[src/rtl/ahb_arbiter.sv]
// ---------------------------------------------------------------------------
// ahb_arbiter
//
// Three-master AHB bus arbiter: round-robin grant with master 0 as the default
// master, a beat limit that forces re-arbitration during long bursts, and
// locked sequences that hold the grant until the owner releases the lock.
//
// State table
//   state      | meaning
//   -----------+------------------------------------------------------------
//   ST_ARB     | no transfer in progress; grant re-evaluated round-robin
//   ST_BURST   | owner is running an unlocked burst; beats are counted
//   ST_LOCKED  | owner is running a locked sequence; grant is pinned
//
// Ports
//   HCLK       in   bus clock, rising-edge active
//   HRESETn    in   asynchronous active-low reset
//   HBUSREQ    in   [2:0] bus requests (0 RISC, 1 DMA, 2 test master)
//   HLOCK      in   [2:0] locked-transfer requests, same bit order
//   HTRANS     in   [1:0] transfer type of the current address-phase owner
//   HREADY     in   transfer done; every state update is gated by it
//   HGRANT     out  [2:0] one-hot grant, registered
//   HMASTER    out  [1:0] index of the address-phase owner, registered
//   HMASTLOCK  out  current address phase is locked, registered
//
// Parameter
//   MAX_BEATS  beats one master may hold the grant in an unlocked burst
//              before it is forced back into arbitration (4..255)
// ---------------------------------------------------------------------------
module ahb_arbiter #(
    parameter int MAX_BEATS = 16
) (
    input  logic       HCLK,
    input  logic       HRESETn,
    input  logic [2:0] HBUSREQ,
    input  logic [2:0] HLOCK,
    input  logic [1:0] HTRANS,
    input  logic       HREADY,
    output logic [2:0] HGRANT,
    output logic [1:0] HMASTER,
    output logic       HMASTLOCK
);

    localparam logic [1:0] ST_ARB    = 2'd0;
    localparam logic [1:0] ST_BURST  = 2'd1;
    localparam logic [1:0] ST_LOCKED = 2'd2;

    localparam logic [1:0] TR_IDLE   = 2'b00;
    localparam logic [1:0] TR_NONSEQ = 2'b10;
    localparam logic [1:0] TR_SEQ    = 2'b11;

    localparam logic [7:0] BEAT_MAX  = 8'(MAX_BEATS);

    logic [1:0] state_q,    state_d;
    logic [2:0] grant_q,    grant_d;
    logic [1:0] master_q,   master_d;
    logic       mastlock_q, mastlock_d;
    logic [7:0] beat_q,     beat_d;

    logic [1:0] grant_idx;
    logic       owner_lock;
    logic       owner_req;
    logic       xfer_active;
    logic [7:0] beat_inc;
    logic [7:0] beat_next;
    logic [2:0] rr_grant;
    logic [2:0] owner_grant;

    // Index of a one-hot grant vector. Anything that is not 010/100 maps to
    // master 0 so HMASTER can never carry the unused encoding 11.
    function automatic logic [1:0] onehot_to_idx(input logic [2:0] oh);
        logic [1:0] idx;
        case (oh)
            3'b010:  idx = 2'd1;
            3'b100:  idx = 2'd2;
            default: idx = 2'd0;
        endcase
        return idx;
    endfunction

    function automatic logic [2:0] idx_to_onehot(input logic [1:0] idx);
        logic [2:0] oh;
        case (idx)
            2'd1:    oh = 3'b010;
            2'd2:    oh = 3'b100;
            default: oh = 3'b001;
        endcase
        return oh;
    endfunction

    // Round-robin pick starting at the master after `from`, wrapping 2->0.
    // `from` itself is checked last, so a master that just finished is only
    // re-granted when nobody else wants the bus. No requests -> master 0.
    function automatic logic [2:0] rr_pick(input logic [1:0] from,
                                           input logic [2:0] req);
        logic [2:0] pick;
        case (from)
            2'd0: begin
                if      (req[1]) pick = 3'b010;
                else if (req[2]) pick = 3'b100;
                else             pick = 3'b001;
            end
            2'd1: begin
                if      (req[2]) pick = 3'b100;
                else if (req[0]) pick = 3'b001;
                else if (req[1]) pick = 3'b010;
                else             pick = 3'b001;
            end
            default: begin
                if      (req[0]) pick = 3'b001;
                else if (req[1]) pick = 3'b010;
                else if (req[2]) pick = 3'b100;
                else             pick = 3'b001;
            end
        endcase
        return pick;
    endfunction

    // The owner is the address-phase master (HMASTER); HTRANS belongs to it.
    assign grant_idx   = onehot_to_idx(grant_q);
    assign owner_lock  = HLOCK[master_q];
    assign owner_req   = HBUSREQ[master_q];
    assign xfer_active = (HTRANS == TR_NONSEQ) || (HTRANS == TR_SEQ);
    assign beat_inc    = (beat_q >= BEAT_MAX) ? BEAT_MAX : beat_q + 8'd1;
    assign beat_next   = xfer_active ? beat_inc : beat_q;
    assign rr_grant    = rr_pick(master_q, HBUSREQ);
    assign owner_grant = idx_to_onehot(master_q);

    always_comb begin
        state_d    = state_q;
        grant_d    = grant_q;
        master_d   = master_q;
        mastlock_d = mastlock_q;
        beat_d     = beat_q;

        if (HREADY) begin
            // Ownership follows the grant one HREADY cycle later.
            master_d   = grant_idx;
            mastlock_d = HLOCK[grant_idx];

            case (state_q)
                ST_ARB: begin
                    if (HTRANS == TR_NONSEQ) begin
                        // Keep the grant with the master that just started,
                        // even if the idle rotation had already moved on.
                        state_d = owner_lock ? ST_LOCKED : ST_BURST;
                        grant_d = owner_grant;
                        beat_d  = 8'd1;
                    end else begin
                        grant_d = rr_grant;
                        beat_d  = 8'd0;
                    end
                end

                ST_BURST: begin
                    beat_d = beat_next;
                    // A lock request outranks the beat limit.
                    if (owner_lock && (HTRANS != TR_IDLE)) begin
                        state_d = ST_LOCKED;
                    end else if ((HTRANS == TR_IDLE) || !owner_req ||
                                 (beat_next == BEAT_MAX)) begin
                        state_d = ST_ARB;
                        grant_d = rr_grant;
                    end
                end

                ST_LOCKED: begin
                    beat_d = beat_next;
                    if (!owner_lock &&
                        ((HTRANS == TR_IDLE) || (HTRANS == TR_NONSEQ))) begin
                        state_d = ST_ARB;
                        grant_d = rr_grant;
                    end
                end

                default: begin
                    state_d = ST_ARB;
                    grant_d = 3'b001;
                    beat_d  = 8'd0;
                end
            endcase
        end
    end

    always_ff @(posedge HCLK or negedge HRESETn) begin
        if (!HRESETn) begin
            state_q    <= ST_ARB;
            grant_q    <= 3'b001;
            master_q   <= 2'd0;
            mastlock_q <= 1'b0;
            beat_q     <= 8'd0;
        end else begin
            state_q    <= state_d;
            grant_q    <= grant_d;
            master_q   <= master_d;
            mastlock_q <= mastlock_d;
            beat_q     <= beat_d;
        end
    end

    assign HGRANT    = grant_q;
    assign HMASTER   = master_q;
    assign HMASTLOCK = mastlock_q;

endmodule

[config.mk]
export PLATFORM = sky130hd
export DESIGN_NAME = ahb_arbiter
export DESIGN_NICKNAME = d
export VERILOG_FILES = /design/src/rtl/ahb_arbiter.sv
export SDC_FILE = /design/constraint.sdc
export NUM_CORES = 1
export LEC_CHECK = 0
export CAP_MARGIN = 25
export CELL_PAD_IN_SITES_DETAIL_PLACEMENT = 0
export CELL_PAD_IN_SITES_GLOBAL_PLACEMENT = 2
export CORE_ASPECT_RATIO = 1.4
export CORE_UTILIZATION = 36
export DETAILED_ROUTE_END_ITERATION = 10
export PLACE_DENSITY = 0.94
export SYNTH_ARGS = -nofsm -noshare
export SYNTH_HDL_FRONTEND = slang
export SYNTH_SLANG_ARGS = --single-unit
[constraint.sdc]
create_clock -name HCLK -period 2.9 [get_ports HCLK]
set_input_delay 0.58 -clock HCLK [delete_from_list [all_inputs] [get_ports HCLK]]
set_output_delay 0.58 -clock HCLK [all_outputs]
set_load 0.01 [all_outputs]
After elaboration in Yosys (flattened, before gate mapping). Index checks and enable logic that the tools add are counted.

Register bits: 16. Latch bits: 0. Memory bits (writable): 0. Bits in read-only memories: 0. Bits of input ports: 11. Memories: 0.

$add $sub $neg: 1. Multipliers: 0. Divide/modulo/power cells: 0. Order comparisons: 3. Eq/ne operators: 14. Shift operators: 0. Mux-type cells: 30. Bitwise gates (word level): 0. Reductions and logical operators: 15.

Operators with widths (count): $mux W3 (8); $mux W8 (2); $pmux W8 S2 (1); $mux W2 (7); $pmux W3 S2 (2); $pmux W3 S3 (1); $add A8 B1 Y8 const B (1); $eq A2 B2 Y1 const B (4); $eq A8 B5 Y1 const B (1); $ge A8 B5 Y1 const B (1); $ne A2 B2 Y1 const B (4); $reduce_and A4 Y1 (2); $bmux W1 S2 (3); $logic_not A2 Y1 (3); $lt A2 B3 Y1 const B (2); $pmux W2 S3 (1); $eq A2 B1 Y1 const B (2); $logic_or A1 B1 Y1 (4); $mux W1 (4); $pmux W2 S2 (1); $eq A3 B2 Y1 const B (1); $eq A3 B3 Y1 const B (1); $ne A3 B3 Y1 const B (1); $logic_and A1 B1 Y1 (2); 3 further kinds (4).

Longest topological paths before layout. Gate-level depths: netlist of run 1.

Depth after elaboration: 8. Mapped depth: 7. Mapped depth without buffers: 7.

Least setup slack after synthesis of run 1. OpenSTA, ideal clock, no wires.

Path type: input -> register. From: input HTRANS[1]. To: register state_q[1]. Arrival time: 1839 ps. Data required time: 2772 ps. Slack: 933 ps. Cell stages on the path: 6. Cell sequence: clkbuf_1 > nand4_1 > xor2_1 > and3_4 > o31ai_2 > mux2_1.

Cells in the longest elaborated chain, start to end: 7. Elaborated cells between the ends (all ways): 18.

RTL lines: start: declaration (line 37) `input logic [1:0] HTRANS,`; $eq A2 B2 Y1, on equally long branches (line 123, 143, 170); $logic_or A1 B1 Y1 (line 123) `assign xfer_active = (HTRANS == TR_NONSEQ) || (HTRANS == TR_SEQ);`; $mux W8 (line 125) `assign beat_next = xfer_active ? beat_inc : beat_q;`; $eq A8 B5 Y1 (line 161) `(beat_next == BEAT_MAX)) begin`; $logic_or A1 B1 Y1 (line 160) `end else if ((HTRANS == TR_IDLE) || !owner_req ||`; $ne A3 B3 Y1 (no line); $reduce_and A4 Y1 (no line); end signal: assignment (line 193) `state_q <= state_d;`; end: declaration (line 54) `logic [1:0] state_q, state_d;`.

Parallel ways exist; a longest one is shown, timed or not. A chain may end at the register's enable or synchronous reset.

Worst setup path in the final report of run 1. Ends and elaborated chain as after synthesis.

==> results of run 1 <==
power groups by stage:
stage,Sequential [mW],Clock (mW),Combinational [mW]
CTS,0.372,0.202,0.587
finish,0.375,0.195,0.585
global route,0.386,0.215,0.658
floorplan,0.369,0,0.384
global placement,0.372,0,0.581
detailed placement,0.377,0,0.582
final cells by class:
type                            count  area [um^2]
Fill cell                         301         1670
Multi-Input combinational cell    101          752
Sequential cell                    16          402
Timing Repair Buffer               19          183
Clock buffer                        4         55.1
Tap cell                           39         48.8
Inverter                           11         41.3
Yosys cell counts (2+ instances only):
| cell type | count |
|---|---|
| dfrtp_1 | 15 |
| inv_1 | 10 |
| o21ai_0 | 10 |
| a21oi_1 | 9 |
| ha_1 | 9 |
| nand2_1 | 7 |
| nand2b_1 | 7 |
| nand3_1 | 7 |
| nor2_1 | 6 |
| nor2b_1 | 4 |
| o22ai_1 | 4 |
| and2_1 | 3 |
| clkbuf_1 | 3 |
| mux2_4 | 3 |
| nand3b_1 | 3 |
| a21o_1 | 2 |
| mux2_1 | 2 |
| nor4_1 | 2 |
| o221ai_1 | 2 |
| o2bb2ai_1 | 2 |
| o31ai_1 | 2 |
logic make-up (layout without fill, tap and decap cells):
| logic type | Yosys count | count (layout) | share of synthesized area |
|---|---|---|---|
| flops | 16 | 16 | 0.332 |
| compound gates | 39 | 39 | 0.230 |
| mux | 8 | 8 | 0.0847 |
| xor+xnor | 2 | 2 | 0.0145 |
| simple gates | 43 | 43 | 0.198 |
| buf+inv | 15 | 34 | 0.0475 |
| fa+ha+maj | 9 | 9 | 0.0930 |
placed cells by master, fill, tap and decap left out, drive strengths merged, types with 3 or more instances in the layout:
master / n
nor2: 6
dfrtp: 15
ha: 9
o221ai: 3
o21ai: 10
nand2b: 7
clkdlybuf4s50: 16
nor2b: 4
a21oi: 9
nand3: 7
o31ai: 3
o22ai: 4
clkbuf: 4
nand3b: 3
buf: 3
mux2: 6
and2: 3
inv: 11
nand2: 7
per-layer routing:
layer,global-route usage,vias up,share of wire
li1,-,518,-
met1,0.216,524,0.43
met2,0.294,38,0.51
met3,0.0280,6,0.042
met4,0.0556,0,0.019
met5,0,-,0
worst max-delay path, cell delays in order:
cell	delay, ns
clkdlybuf4s50_1	0.66
nand4_1	0.18
xor2_1	0.20
and3_4	0.20
o31ai_2	0.31
mux2_1	0.36
registers in the layout, summed over array words and instances (netlist names):
name	count
HMASTLOCK	1
beat_q	8
state_q	2
HGRANT	3
HMASTER	2
through the flow:
stage	hold WS [ns]	instances	power (mW)	area (um^2)	setup slack (ns)
after floorplan	0.284	132	0.754	1210	0.933
after global placement	0.516	186	0.953	1430	0.408
after detailed placement	0.519	186	0.959	1430	0.310
after CTS	0.537	190	1.16	1480	0.570
after global routing	0.569	190	1.26	1480	0.443
final	0.531	190	1.15	1480	0.545
how the worst min path moves through the flow:
stage / from / endpoint / slack (ns) / cells past startpoint
after floorplan: HRESETn / HGRANT[1]$_DFFE_PN0P_ / 0.28 / 0
after global placement: beat_q[4]$_DFFE_PN0P_ / beat_q[4]$_DFFE_PN0P_ / 0.52 / 1
after detailed placement: beat_q[4]$_DFFE_PN0P_ / beat_q[4]$_DFFE_PN0P_ / 0.52 / 1
after CTS: beat_q[4]$_DFFE_PN0P_ / beat_q[4]$_DFFE_PN0P_ / 0.54 / 1
after global routing: beat_q[4]$_DFFE_PN0P_ / beat_q[4]$_DFFE_PN0P_ / 0.57 / 1
final: HMASTLOCK$_DFFE_PN0P_ / HMASTLOCK$_DFFE_PN0P_ / 0.53 / 2
==> qor.yml, run 1 <==
period_share: 0.812
worstMarginPinSlew_ns: 0.782
final_net_count: 172
async_reset_ff_frac: 1.00
fin_tns_setup_ns: 0
fmax_mhz: 425
path_clk_slew_ns: 0.07
viasPerCell: 5.72
comb_power_share: 0.507
ir_drop_uv: 485
power.share.clock: 0.169
antenna_found_initial: 0
end_kind: "flip-flop"
fin_skew_ns: 0.00721
grt_pass1_vias: 1062
cts_buffers: 3
grt_setup_unrepaired: "false"
die_y_um: 70.6
cts_resized: 0
leakage_nw: 0.619
drc_errors: 0
grt_pass1_wl_um: 4930
setup_viol_count_final: 0
path_class: "input port to flip-flop"
hold_viol: 0
final_antenna_net_count: 0
fin_util: 0.470
maxSlewViolCount: 0
clk_latency_ns: 0.24
grt_usage: 0.172
net-switching-power_uw: 453
clk_path_buf_depth: 2
ys.warnings.count: 0
avgRoutedWirePerCell_um: 15.0
crit_end: "state_q[1]$_DFFE_PN0P_"
yosys.area.top_type: "dfrtp_1"
gp_congestion: 0.866
syn_inst: 132
synth_flop_cell: "dfrtp_1"
syn_avg_cell_area_um2: 9.18
grt_max_degree: 17
routed_wl_um: 2860
areaGrowthSynthToFinish_pct: 22.3
start_util: 0.384
cap_violations: 0
hp-class: "flip-flop to flip-flop"
p_int_uw: 702
die_w_um: 51.0
reg2reg_depth: 5
power-per-cell-area_mw_per_mm2: 780
cts_tree: "yes"
start_kind: "input port"
synth_nets: 152
reg2reg_setup_slack_ns: 0.85
reg2reg_from: "HMASTER[1]$_DFFE_PN0P_"
portBuffers: 16
num_io_pins: 17
drt_iter0_drc: 38
cts_root_buffer: "clkbuf_8"
synth_top_area_frac: 0.310
outcome: "completed"
postCtsSetupBuffers: 0
arrival_ns: 2.48
clkSinkCount: 16
dpl.hpwl_um: 2180
critPathMaxFanout: 11
firstDrtPassIters: 4
period_needed_ns: 2.35
ys_ff_latch: 16
synth_area_leaders: "dfrtp_1, ha_1, o21ai_0"
htreeDepth: 1
worstSetupStartpoint: "HTRANS[1]"
switching_share: 0.392
hold_buffers: 0
dieArea_mm2: 0.00360
synth_area_mm2: 0.00121
synth_edf_count: 0
worstPathRequired_ns: 3.03
relSlewSlack: 0.477
share_seq_of_total_power: 0.325
grt_overflow: 0
layout-drive-gt1-share: 0.113
r2r_end: "state_q[1]$_DFFE_PN0P_"
rows: 24
core_area_mm2: 0.00315
vias: 1086
ys_seq_area_frac: 0.332
num_antenna_cells: 0
yosysUniqueCellTypes: 41
No activity file was read; power rests on OpenSTA's default activity.
==> run 2: changes to the inputs <==
- CORE_UTILIZATION: 36 -> 33
- PLACE_DENSITY: 0.94 -> 0.88
- clock period: 2.9 -> 2.3 ns (I/O delays scaled with it)
==> run 2 against run 1 <==
  * Clock power grew 29%
  * Cell count grew 5.8%
  * Combinational power increased by 34%
  * Critical endpoint unchanged
==> qor.yml, run 2 (synthesis results as in run 1) <==
outcome: "completed"
r2r_end: "state_q[1]$_DFFE_PN0P_"
grt_setup_unrepaired: "false"
cts_resized: 0  # unchanged
grt_usage: 0.173  # +0.000373
hold_viol: 0  # unchanged
gp_congestion: 0.794  # -8.3%
critical_path.cell_chain: "clkdlybuf4s50_1 > buf_4 > o41ai_1 > nand3b_1 > o31ai_2 > mux2_1"
layout_common_cells: "clkdlybuf4s50_1, dfrtp_1, buf_4"
fin_area_mm2: 0.00156  # +5.2%
clkSinkCount: 16  # unchanged
placedInstanceArea_mm2: 0.00150  # +5.4%
power-per-cell-area_mw_per_mm2: 962  # +23%
htreeDepth: 1  # unchanged
final_net_count: 182  # +5.8%
hold_buffers: 0  # unchanged
maxSlewViolCount: 0  # unchanged
dieArea_mm2: 0.00392  # +8.8%
setup_viol_count_final: 0  # unchanged
grt_max_degree: 10  # -7
place_ws_ns: -0.0798  # -0.390 ns
dpl.hpwl_um: 2320  # +6.5%
critPathMaxFanout: 7  # -4
period_share: 0.927
avgRoutedWirePerCell_um: 14.5  # -3.8%
hp-class: "input port to async pin"
start_util: 0.352  # -0.0321
cp_slowest_cell: "clkdlybuf4s50_1"
drt_iter0_drc: 31  # -18%
postCtsSetupBuffers: 0  # unchanged
antenna_found_initial: 0  # unchanged
portBuffers: 16  # unchanged
grt_overflow: 0  # unchanged
clk_path_buf_depth: 2  # unchanged
path_clk_slew_ns: 0.06  # about the same
layout-drive-gt1-share: 0.168  # +0.0551
fmax_mhz: 469
cts_tree: "yes"
cts_buffers: 3  # unchanged
worstPathRequired_ns: 2.44  # -0.59 ns
ir_drop_uv: 397  # -18%
layout_commonest_cell: "clkdlybuf4s50_1"
cts_root_buffer: "clkbuf_8"
reg2reg_setup_slack_ns: 0.26  # -0.59 ns
viasPerCell: 5.41  # -5.4%
fin_skew_ns: 0.00217  # -0.00504 ns
period_needed_ns: 2.13
routed_wl_um: 2910  # +1.7%
areaGrowthSynthToFinish_pct: 28.6
reg2reg_from: "beat_q[6]$_DFFE_PN0P_"
grt_pass1_wl_um: 4870  # -1.1%
cap_violations: 0  # unchanged
leakage_nw: 0.667  # +7.7%
layout_setup_ws_ns: 0.169  # -0.377 ns
num_io_pins: 17  # unchanged
reg2reg_depth: 4  # -1
vias: 1087  # +0.092%
relSlewSlack: 0.652  # +0.175
firstDrtPassIters: 4  # unchanged
largest_register: "beat_q"
path_class: "input port to flip-flop"
clk_latency_ns: 0.25  # about the same
start_kind: "input port"
largest_reg_flops: 8  # unchanged
grt_pass1_vias: 1116  # +5.1%
final_antenna_net_count: 0  # unchanged
arrival_ns: 2.27  # -0.21 ns
die_y_um: 73.7  # +4.3%
slowest_delay_ns: 0.52  # -0.14 ns
worstMarginPinSlew_ns: 0.516  # -0.266 ns
drc_errors: 0  # unchanged
num_antenna_cells: 0  # unchanged
die_w_um: 53.2  # +4.3%
end_kind: "flip-flop"
core_area_mm2: 0.00344  # +9.1%
rows: 25  # +4.2%
fin_util: 0.453  # -0.0171
## run 2: metrics by stage
stage | power, mW | instances | setup TNS, ns | hold slack [ns]
after floorplan | 0.950 | 132 | 0 | 0.164
after global placement | 1.23 | 197 | -0.0951 | 0.507
after detailed placement | 1.25 | 197 | -0.0798 | 0.524
after CTS | 1.51 | 201 | 0 | 0.506
after global routing | 1.62 | 201 | 0 | 0.514
final | 1.50 | 201 | 0 | 0.494
## run 2: layout make-up
type	instances	area [um^2]
fillers	354	1880
multi-input cells	101	752
clock buffers	4	55.1
repair buffers	29	258
well taps	40	50.0
inverters	11	41.3
flip-flops and latches	16	402
## run 2: how the worst max path moves through the flow
stage	start	slack, ns	to
after floorplan	beat_q[0]$_DFFE_PN0P_	0.45	state_q[1]$_DFFE_PN0P_
after global placement	HTRANS[1]	-0.1	state_q[1]$_DFFE_PN0P_
after detailed placement	HTRANS[1]	-0.08	state_q[1]$_DFFE_PN0P_
after CTS	HTRANS[1]	0.18	state_q[1]$_DFFE_PN0P_
after global routing	HTRANS[1]	0.06	state_q[1]$_DFFE_PN0P_
final	HTRANS[1]	0.17	state_q[1]$_DFFE_PN0P_
## run 2: per-layer routing
layer  wire length [um]  share of wire  vias to the layer above  global-route usage
met1               1210           0.42                      529               0.186
met2               1570           0.54                       20               0.311
met3                 82          0.028                        6              0.0311
li1                   -              -                      532                   -
met4                 44          0.015                        0              0.0819
met5                  0              0                        -                   0
## run 2: worst max-delay path: cells and delay by family
family          cells  cell delay (ns)
buf+inv             2             0.74
compound gates      2             0.44
mux                 1             0.35
simple gates        1             0.28
## run 2: where the power goes
part	switching (mW)	total [mW]	internal, mW
logic	0.380	0.782	0.402
registers	0.103	0.465	0.362
clock network	0.0990	0.251	0.152
